File: config.mk
export PLATFORM = sky130hd
export DESIGN_NAME = fir_coef_reader_mac_flat
export DESIGN_NICKNAME = d
export VERILOG_FILES = /design/src/rtl/fir_coef_reader_mac_if.sv /design/src/rtl/fir_coef_reader_mac.sv /design/src/flat_wrapper.sv
export SDC_FILE = /design/constraint.sdc
export NUM_CORES = 2
export LEC_CHECK = 0
export BUFFER_PORTS_ARGS = -buffer_cell sky130_fd_sc_hd__buf_4
export CORE_MARGIN = 2
export CORE_UTILIZATION = 39
export DETAILED_ROUTE_END_ITERATION = 8
export GPL_TIMING_DRIVEN = 0
export PLACE_DENSITY = 0.68
export SYNTH_ARGS = -nofsm -noshare
export SYNTH_HDL_FRONTEND = slang
export SYNTH_SLANG_ARGS = --single-unit
export TNS_END_PERCENT = 30
File: constraint.sdc
create_clock -name clk -period 7.4 [get_ports clk]
set_input_delay 1.48 -clock clk [delete_from_list [all_inputs] [get_ports clk]]
set_output_delay 1.48 -clock clk [all_outputs]
set_load 0.05 [all_outputs]
File: src/rtl/fir_coef_reader_mac_if.sv
// Handshake and coefficient-ROM bundle for the single-MAC FIR engine.
// The engine side uses the slave modport; the sample source, sink and ROM use master.
interface fir_coef_reader_mac_if #(
   parameter int DATA_W = 16,
   parameter int COEF_W = 16,
   parameter int ADDR_W = 7
);
   logic                     in_valid;
   logic                     in_ready;
   logic signed [DATA_W-1:0] in_data;
   logic [ADDR_W-1:0]        coef_addr;
   logic signed [COEF_W-1:0] coef_data;
   logic                     out_valid;
   logic                     out_ready;
   logic signed [DATA_W-1:0] out_data;

   modport master (
      output in_valid, in_data, coef_data, out_ready,
      input  in_ready, coef_addr, out_valid, out_data
   );

   modport slave (
      input  in_valid, in_data, coef_data, out_ready,
      output in_ready, coef_addr, out_valid, out_data
   );
endinterface

File: src/rtl/fir_coef_reader_mac.sv
// Sequential single-MAC FIR engine. Takes one sample per handshake, walks the
// coefficient ROM taps 0..NUM_TAPS-1, accumulates h[k]*x[n-k] at full precision
// and emits one rounded, saturated sample per input.
module fir_coef_reader_mac #(
   parameter int NUM_TAPS  = 61,
   parameter int DATA_W    = 16,
   parameter int COEF_W    = 16,
   parameter int ADDR_W    = 7,
   parameter int ACC_W     = 40,
   parameter int OUT_SHIFT = 15
) (
   input  logic                 clk,
   input  logic                 rst_n,
   fir_coef_reader_mac_if.slave bus
);
   localparam int IDX_W  = $clog2(NUM_TAPS);
   localparam int PROD_W = DATA_W + COEF_W;
   localparam logic [IDX_W-1:0] LAST = IDX_W'(NUM_TAPS - 1);
   // Modular add of NUM_TAPS; stays correct even when NUM_TAPS == 2**IDX_W
   localparam logic [IDX_W-1:0] NT   = IDX_W'(NUM_TAPS);
   localparam logic signed [ACC_W-1:0] ONE  = ACC_W'(1);
   localparam logic signed [ACC_W-1:0] RND  = ONE <<< (OUT_SHIFT - 1);
   localparam logic signed [ACC_W-1:0] SMAX = (ONE <<< (DATA_W - 1)) - ONE;
   localparam logic signed [ACC_W-1:0] SMIN = -SMAX - ONE;

   typedef enum logic [1:0] {IDLE, MAC, DRAIN, OUT} state_t;

   state_t                   state;
   logic signed [DATA_W-1:0] sbuf [NUM_TAPS];
   logic [IDX_W-1:0]         wr_ptr;
   logic [IDX_W-1:0]         cur;
   logic [IDX_W-1:0]         tap;
   logic [IDX_W-1:0]         rd_d;
   logic                     acc_en;
   logic                     drain_ph;
   logic signed [ACC_W-1:0]  acc;

   logic [IDX_W-1:0]         rd;
   logic signed [PROD_W-1:0] prod;
   logic signed [ACC_W-1:0]  prod_x;
   logic signed [ACC_W-1:0]  acc_rnd;
   logic signed [ACC_W-1:0]  sh;
   logic signed [DATA_W-1:0] sat_val;

   // History index for the current tap, walking backwards with wrap 0 -> NUM_TAPS-1
   assign rd      = (cur >= tap) ? (cur - tap) : (cur + NT - tap);
   assign prod    = bus.coef_data * sbuf[rd_d];
   assign prod_x  = {{(ACC_W-PROD_W){prod[PROD_W-1]}}, prod};
   assign acc_rnd = acc + RND;
   assign sh      = acc_rnd >>> OUT_SHIFT;

   // Clamp the rounded accumulator into the output range
   always_comb begin
      sat_val = sh[DATA_W-1:0];
      if (sh > SMAX)
         sat_val = SMAX[DATA_W-1:0];
      else if (sh < SMIN)
         sat_val = SMIN[DATA_W-1:0];
   end

   // Control FSM, sample buffer, accumulator and all registered outputs.
   // coef_data and buf[rd_d] for a tap line up in the cycle after that tap's
   // MAC cycle, so acc_en trails the MAC state by one cycle. DRAIN takes two
   // cycles: the first absorbs the last product, the second rounds.
   always_ff @(posedge clk or negedge rst_n) begin
      if (!rst_n) begin
         state         <= IDLE;
         bus.in_ready  <= 1'b0;
         bus.out_valid <= 1'b0;
         bus.out_data  <= '0;
         bus.coef_addr <= '0;
         acc           <= '0;
         wr_ptr        <= '0;
         cur           <= '0;
         tap           <= '0;
         rd_d          <= '0;
         acc_en        <= 1'b0;
         drain_ph      <= 1'b0;
         for (int i = 0; i < NUM_TAPS; i++) sbuf[i] <= '0;
      end else begin
         acc_en <= (state == MAC);
         if (state == IDLE && bus.in_valid && bus.in_ready)
            acc <= '0;
         else if (acc_en)
            acc <= acc + prod_x;

         case (state)
            IDLE: begin
               bus.coef_addr <= '0;
               if (bus.in_valid && bus.in_ready) begin
                  sbuf[wr_ptr] <= bus.in_data;
                  cur          <= wr_ptr;
                  tap          <= '0;
                  bus.in_ready <= 1'b0;
                  state        <= MAC;
               end else begin
                  bus.in_ready <= 1'b1;
               end
            end
            MAC: begin
               rd_d <= rd;
               tap  <= tap + 1'b1;
               if (tap == LAST) begin
                  bus.coef_addr <= '0;
                  drain_ph      <= 1'b0;
                  state         <= DRAIN;
               end else begin
                  bus.coef_addr <= ADDR_W'(tap + 1'b1);
               end
            end
            DRAIN: begin
               if (!drain_ph) begin
                  drain_ph <= 1'b1;
               end else begin
                  bus.out_data  <= sat_val;
                  bus.out_valid <= 1'b1;
                  wr_ptr        <= (wr_ptr == LAST) ? '0 : wr_ptr + 1'b1;
                  state         <= OUT;
               end
            end
            OUT: begin
               if (bus.out_ready) begin
                  bus.out_valid <= 1'b0;
                  bus.in_ready  <= 1'b1;
                  state         <= IDLE;
               end
            end
            default: state <= IDLE;
         endcase
      end
   end
endmodule

File: src/flat_wrapper.sv
// flat-port wrapper written by rule: the top's interface ports become plain ports
module fir_coef_reader_mac_flat 
#(
   parameter int NUM_TAPS  = 61,
   parameter int DATA_W    = 16,
   parameter int COEF_W    = 16,
   parameter int ADDR_W    = 7,
   parameter int ACC_W     = 40,
   parameter int OUT_SHIFT = 15
)
  (clk, rst_n, bus_in_valid, bus_in_data, bus_coef_data, bus_out_ready, bus_in_ready, bus_coef_addr, bus_out_valid, bus_out_data);
  fir_coef_reader_mac_if #(.DATA_W(DATA_W), .COEF_W(COEF_W), .ADDR_W(ADDR_W)) bus_i ();
  input  logic clk;
  input  logic rst_n;
  input wire logic [$bits(bus_i.in_valid)-1:0] bus_in_valid;
  input wire logic [$bits(bus_i.in_data)-1:0] bus_in_data;
  input wire logic [$bits(bus_i.coef_data)-1:0] bus_coef_data;
  input wire logic [$bits(bus_i.out_ready)-1:0] bus_out_ready;
  output wire logic [$bits(bus_i.in_ready)-1:0] bus_in_ready;
  output wire logic [$bits(bus_i.coef_addr)-1:0] bus_coef_addr;
  output wire logic [$bits(bus_i.out_valid)-1:0] bus_out_valid;
  output wire logic [$bits(bus_i.out_data)-1:0] bus_out_data;
  assign bus_i.in_valid = bus_in_valid;
  assign bus_i.in_data = bus_in_data;
  assign bus_i.coef_data = bus_coef_data;
  assign bus_i.out_ready = bus_out_ready;
  assign bus_in_ready = bus_i.in_ready;
  assign bus_coef_addr = bus_i.coef_addr;
  assign bus_out_valid = bus_i.out_valid;
  assign bus_out_data = bus_i.out_data;
  fir_coef_reader_mac #(.NUM_TAPS(NUM_TAPS), .DATA_W(DATA_W), .COEF_W(COEF_W), .ADDR_W(ADDR_W), .ACC_W(ACC_W), .OUT_SHIFT(OUT_SHIFT)) u_core (.clk(clk), .rst_n(rst_n), .bus(bus_i));
endmodule
==> flow_summary_export.csv <==
group,metric,value,unit
worst_setup_path,slowest_stage,"mux4_2",
synth,netlist_instances,4547,
worst_setup_path,reg2reg_from,"u_core.rd_d[0]",
outcome,violations,"negative setup slack",
route,highest_layer,"met4",
route,first_iter_violations,3656,
global_routing,antenna_found_initial,2,
timing,hold_violations,0,
synth,syn_nets,5054,
timing,slew_violations,0,
synth,async_reset_ff_share,100,%
worst_setup_path,worst_ep_arrival_time,8.92,ns
worst_setup_path,path_buf_inv,12,
worst_setup_path,crit_end,"u_core.acc[33]",
cts,cts_tree,"done",
floorplan,std_cell_rows,145,
floorplan,boundaryPins,61,
route,wl_met1,76.9,mm
timing,finalSetupViolCount,28,
worst_setup_path,critPathMaxStageDelay,0.69,ns
route,wl_met3,12.8,mm
finish,nets,5331,
timing,fin_ws,-0.997,ns
floorplan,die_y,401,µm
floorplan,die_area,161000,µm²
floorplan,initial_core_util,39.3,%
cts,path_clk_slew,0.07,ns
route,drt_wl_total,183,mm
cts,cts_max_path_buffers,3,
global_routing,grt_usage,22.8,%
route,route.detailed.drc,0,
route,drtPass1Iterations,6,
worst_setup_path,r2r_end,"u_core.acc[33]",
cts,h-tree-depth,3,
cts,clkSinkCount,1069,
route,num_vias,39400,
global_routing,grt.overflow.total,0,
synth,synth-seq-area-share,43.5,%
timing,fmax,0.119,GHz
route,detail-route-antenna-nets,0,
worst_setup_path,r2r_slack,-1.0,ns
cts,clk_latency,0.76,ns
worst_setup_path,crit_path_frequent_cell,"fa_1",
worst_setup_path,reg2regPathDepth,31,
worst_setup_path,endpoint_kind,"flop",
route,wl_met2,86.5,mm
synth,syn_area_per_cell,13.5,µm²
timing,final.setup.tns,-18.89,ns
outcome,status,"complete, but fails checks",
floorplan,core_area,156000,µm²
route,routedWlPerCell,26.2,µm
worst_setup_path,crit_required,7.93,ns
worst_setup_path,path_depth,31,
min_path,hp-class,"flop to flop",
synth,synth-edff-count,0,
cts,root_buffer,"clkbuf_16",
global_routing,grt_pass1_wl,275,mm
finish,drive_gt1_share,38.6,%
run,drv_cap,0,
synth,synthDistinctLibCells,78,
worst_setup_path,path_class,"flop to flop",
cts,numCtsBuffers,106,
timing,worstMarginPinSlew,1.40,ns
synth,yosys_warnings,0,
route,via_per_inst,5.66,
worst_setup_path,path_max_fanout,8,
place,dp_hpwl,129,mm
place,numPortBuffers,59,
synth,ys_seq_elements,1069,
finish,area_growth,15.4,%
floorplan,die_w,401,µm
synth,syn_area,61500,µm²
worst_setup_path,startpoint,"u_core.rd_d[0]",
worst_setup_path,critPathLaunchType,"flop",
timing,finClkSkew,0.0715,ns
timing,rsz0062_at_grt,"true",
timing,min_period,8.40,ns
place,gp_congestion,0.887,
global_routing,grt_max_degree,165,
timing,min_period_over_period,113,%
timing,slew_headroom,6.93,%
synth,synthFlopType,"dfrtp_1",
worst_setup_path,cp_top_family,"adder cells",
global_routing,grt_pass1_vias,41100,
## sequential cells by signal, indices dropped and copies added (netlist names)
signal                cells
u_core.sbuf             976
u_core.bus.coef_addr      7
u_core.cur                6
u_core.wr_ptr             6
u_core.state              2
u_core.acc               40
u_core.bus.out_valid      1
u_core.rd_d               6
u_core.bus.in_ready       1
u_core.tap                6
u_core.bus.out_data      16
u_core.drain_ph           1
u_core.acc_en             1
## timing repair
| action | CTS | global route |
|---|---|---|
| setup endpoints to repair | 36 | 31 |
| gates resized for setup | 221 | 79 |
| cloned | 4 | 3 |
| hold buffers | 0 | 0 |
| buffers inserted | 49 | 49 |
| pin swaps | 44 | 45 |
## cell families (layout without fill, tap and decap cells)
group / Yosys count / count (layout) / share of synthesized area [%]
AO/OA/AOI/OAI: 263 / 263 / 2.90
XOR/XNOR: 61 / 61 / 0.868
adder cells (fa/ha/maj): 471 / 471 / 13.6
buffers and inverters: 749 / 1115 / 4.94
flip-flops: 1069 / 1069 / 43.5
multiplexers: 1305 / 1305 / 29.3
other: 0 / 1 / 0
AND/OR/NAND/NOR: 629 / 629 / 4.91
## final cells by class
| cell class | count | area, µm² |
|---|---|---|
| tap | 2058 | 2570 |
| buffer | 314 | 2060 |
| multi-input combinational | 2729 | 32700 |
| timing repair buffer | 170 | 1610 |
| fill | 13900 | 85400 |
| timing repair inverter | 2 | 12.5 |
| inverter | 432 | 1630 |
| sequential | 1069 | 26800 |
| clock inverter | 41 | 577 |
| antenna | 1 | 2.50 |
| clock buffer | 156 | 3110 |
## layer usage
metal	vias up	global-route usage [%]
li1	16400	-
met1	21300	31.2
met2	1453	36.6
met3	328	4.18
met4	0	7.80
met5	-	0
## tightest hold or removal path: stages (launching register included)
cell and delay (ns):
dfrtp_1 0.35, nand2_1 0.05, o41ai_1 0.05
## stage by stage
step	util, %	cells	hold WS, ns	setup WS [ns]	area [µm²]
6_report	45.4	6972	0.487	-0.997	71000
5_1_grt	45.4	6971	0.507	-1.15	71000
4_1_cts	44.9	6923	0.494	-0.925	70200
3_5_place_dp	41.7	6673	0.475	-2.63	65300
3_3_place_gp	41.6	6664	0.472	-7.89	65100
2_1_floorplan	-	4547	0.450	-0.0259	62000
## synthesized netlist by cell type, types with 19 or more instances
cell / count / area [µm²]
a21oi_1: 52 / 260
a21o_1: 25 / 188
dfrtp_1: 1069 / 26800
a31oi_1: 19 / 119
nand2_1: 236 / 886
and2_1: 139 / 870
buf_1: 20 / 75.1
o211ai_1: 21 / 158
clkbuf_1: 223 / 837
nand3_1: 31 / 155
nor2_1: 120 / 450
nor3_1: 22 / 110
ha_1: 139 / 1740
mux2_2: 981 / 11000
fa_1: 332 / 6650
buf_2: 42 / 210
o21ai_0: 52 / 260
mux2i_1: 27 / 270
mux4_2: 293 / 6600
xor2_1: 24 / 210
inv_1: 431 / 1620
xnor2_1: 37 / 324
## worst min path at each step
stage,endpoint,from,cells after the start
6_report,u_core.bus.coef_addr[6],u_core.bus.coef_addr[6],2
5_1_grt,u_core.sbuf[64],u_core.sbuf[64],1
4_1_cts,u_core.bus.coef_addr[6],u_core.bus.coef_addr[6],2
3_5_place_dp,u_core.bus.coef_addr[6],u_core.bus.coef_addr[6],2
3_3_place_gp,u_core.bus.coef_addr[6],u_core.bus.coef_addr[6],2
2_1_floorplan,u_core.cur[5],u_core.cur[5],2
## layout by cell type, fill, tap and decap left out, types with 110 or more instances in the layout
| cell | n |
|---|---|
| clkbuf_16 | 110 |
| fa_1 | 315 |
| inv_1 | 409 |
| and2_1 | 132 |
| dfrtp_1 | 1068 |
| mux2_2 | 981 |
| nand2_1 | 227 |
| clkbuf_1 | 229 |
| nor2_1 | 116 |
| mux4_2 | 294 |
| ha_1 | 115 |
| buf_4 | 157 |
Power is left out: the tool's default activity adds up to more than one toggle a clock period on the data nets, which glitch-free logic cannot reach.
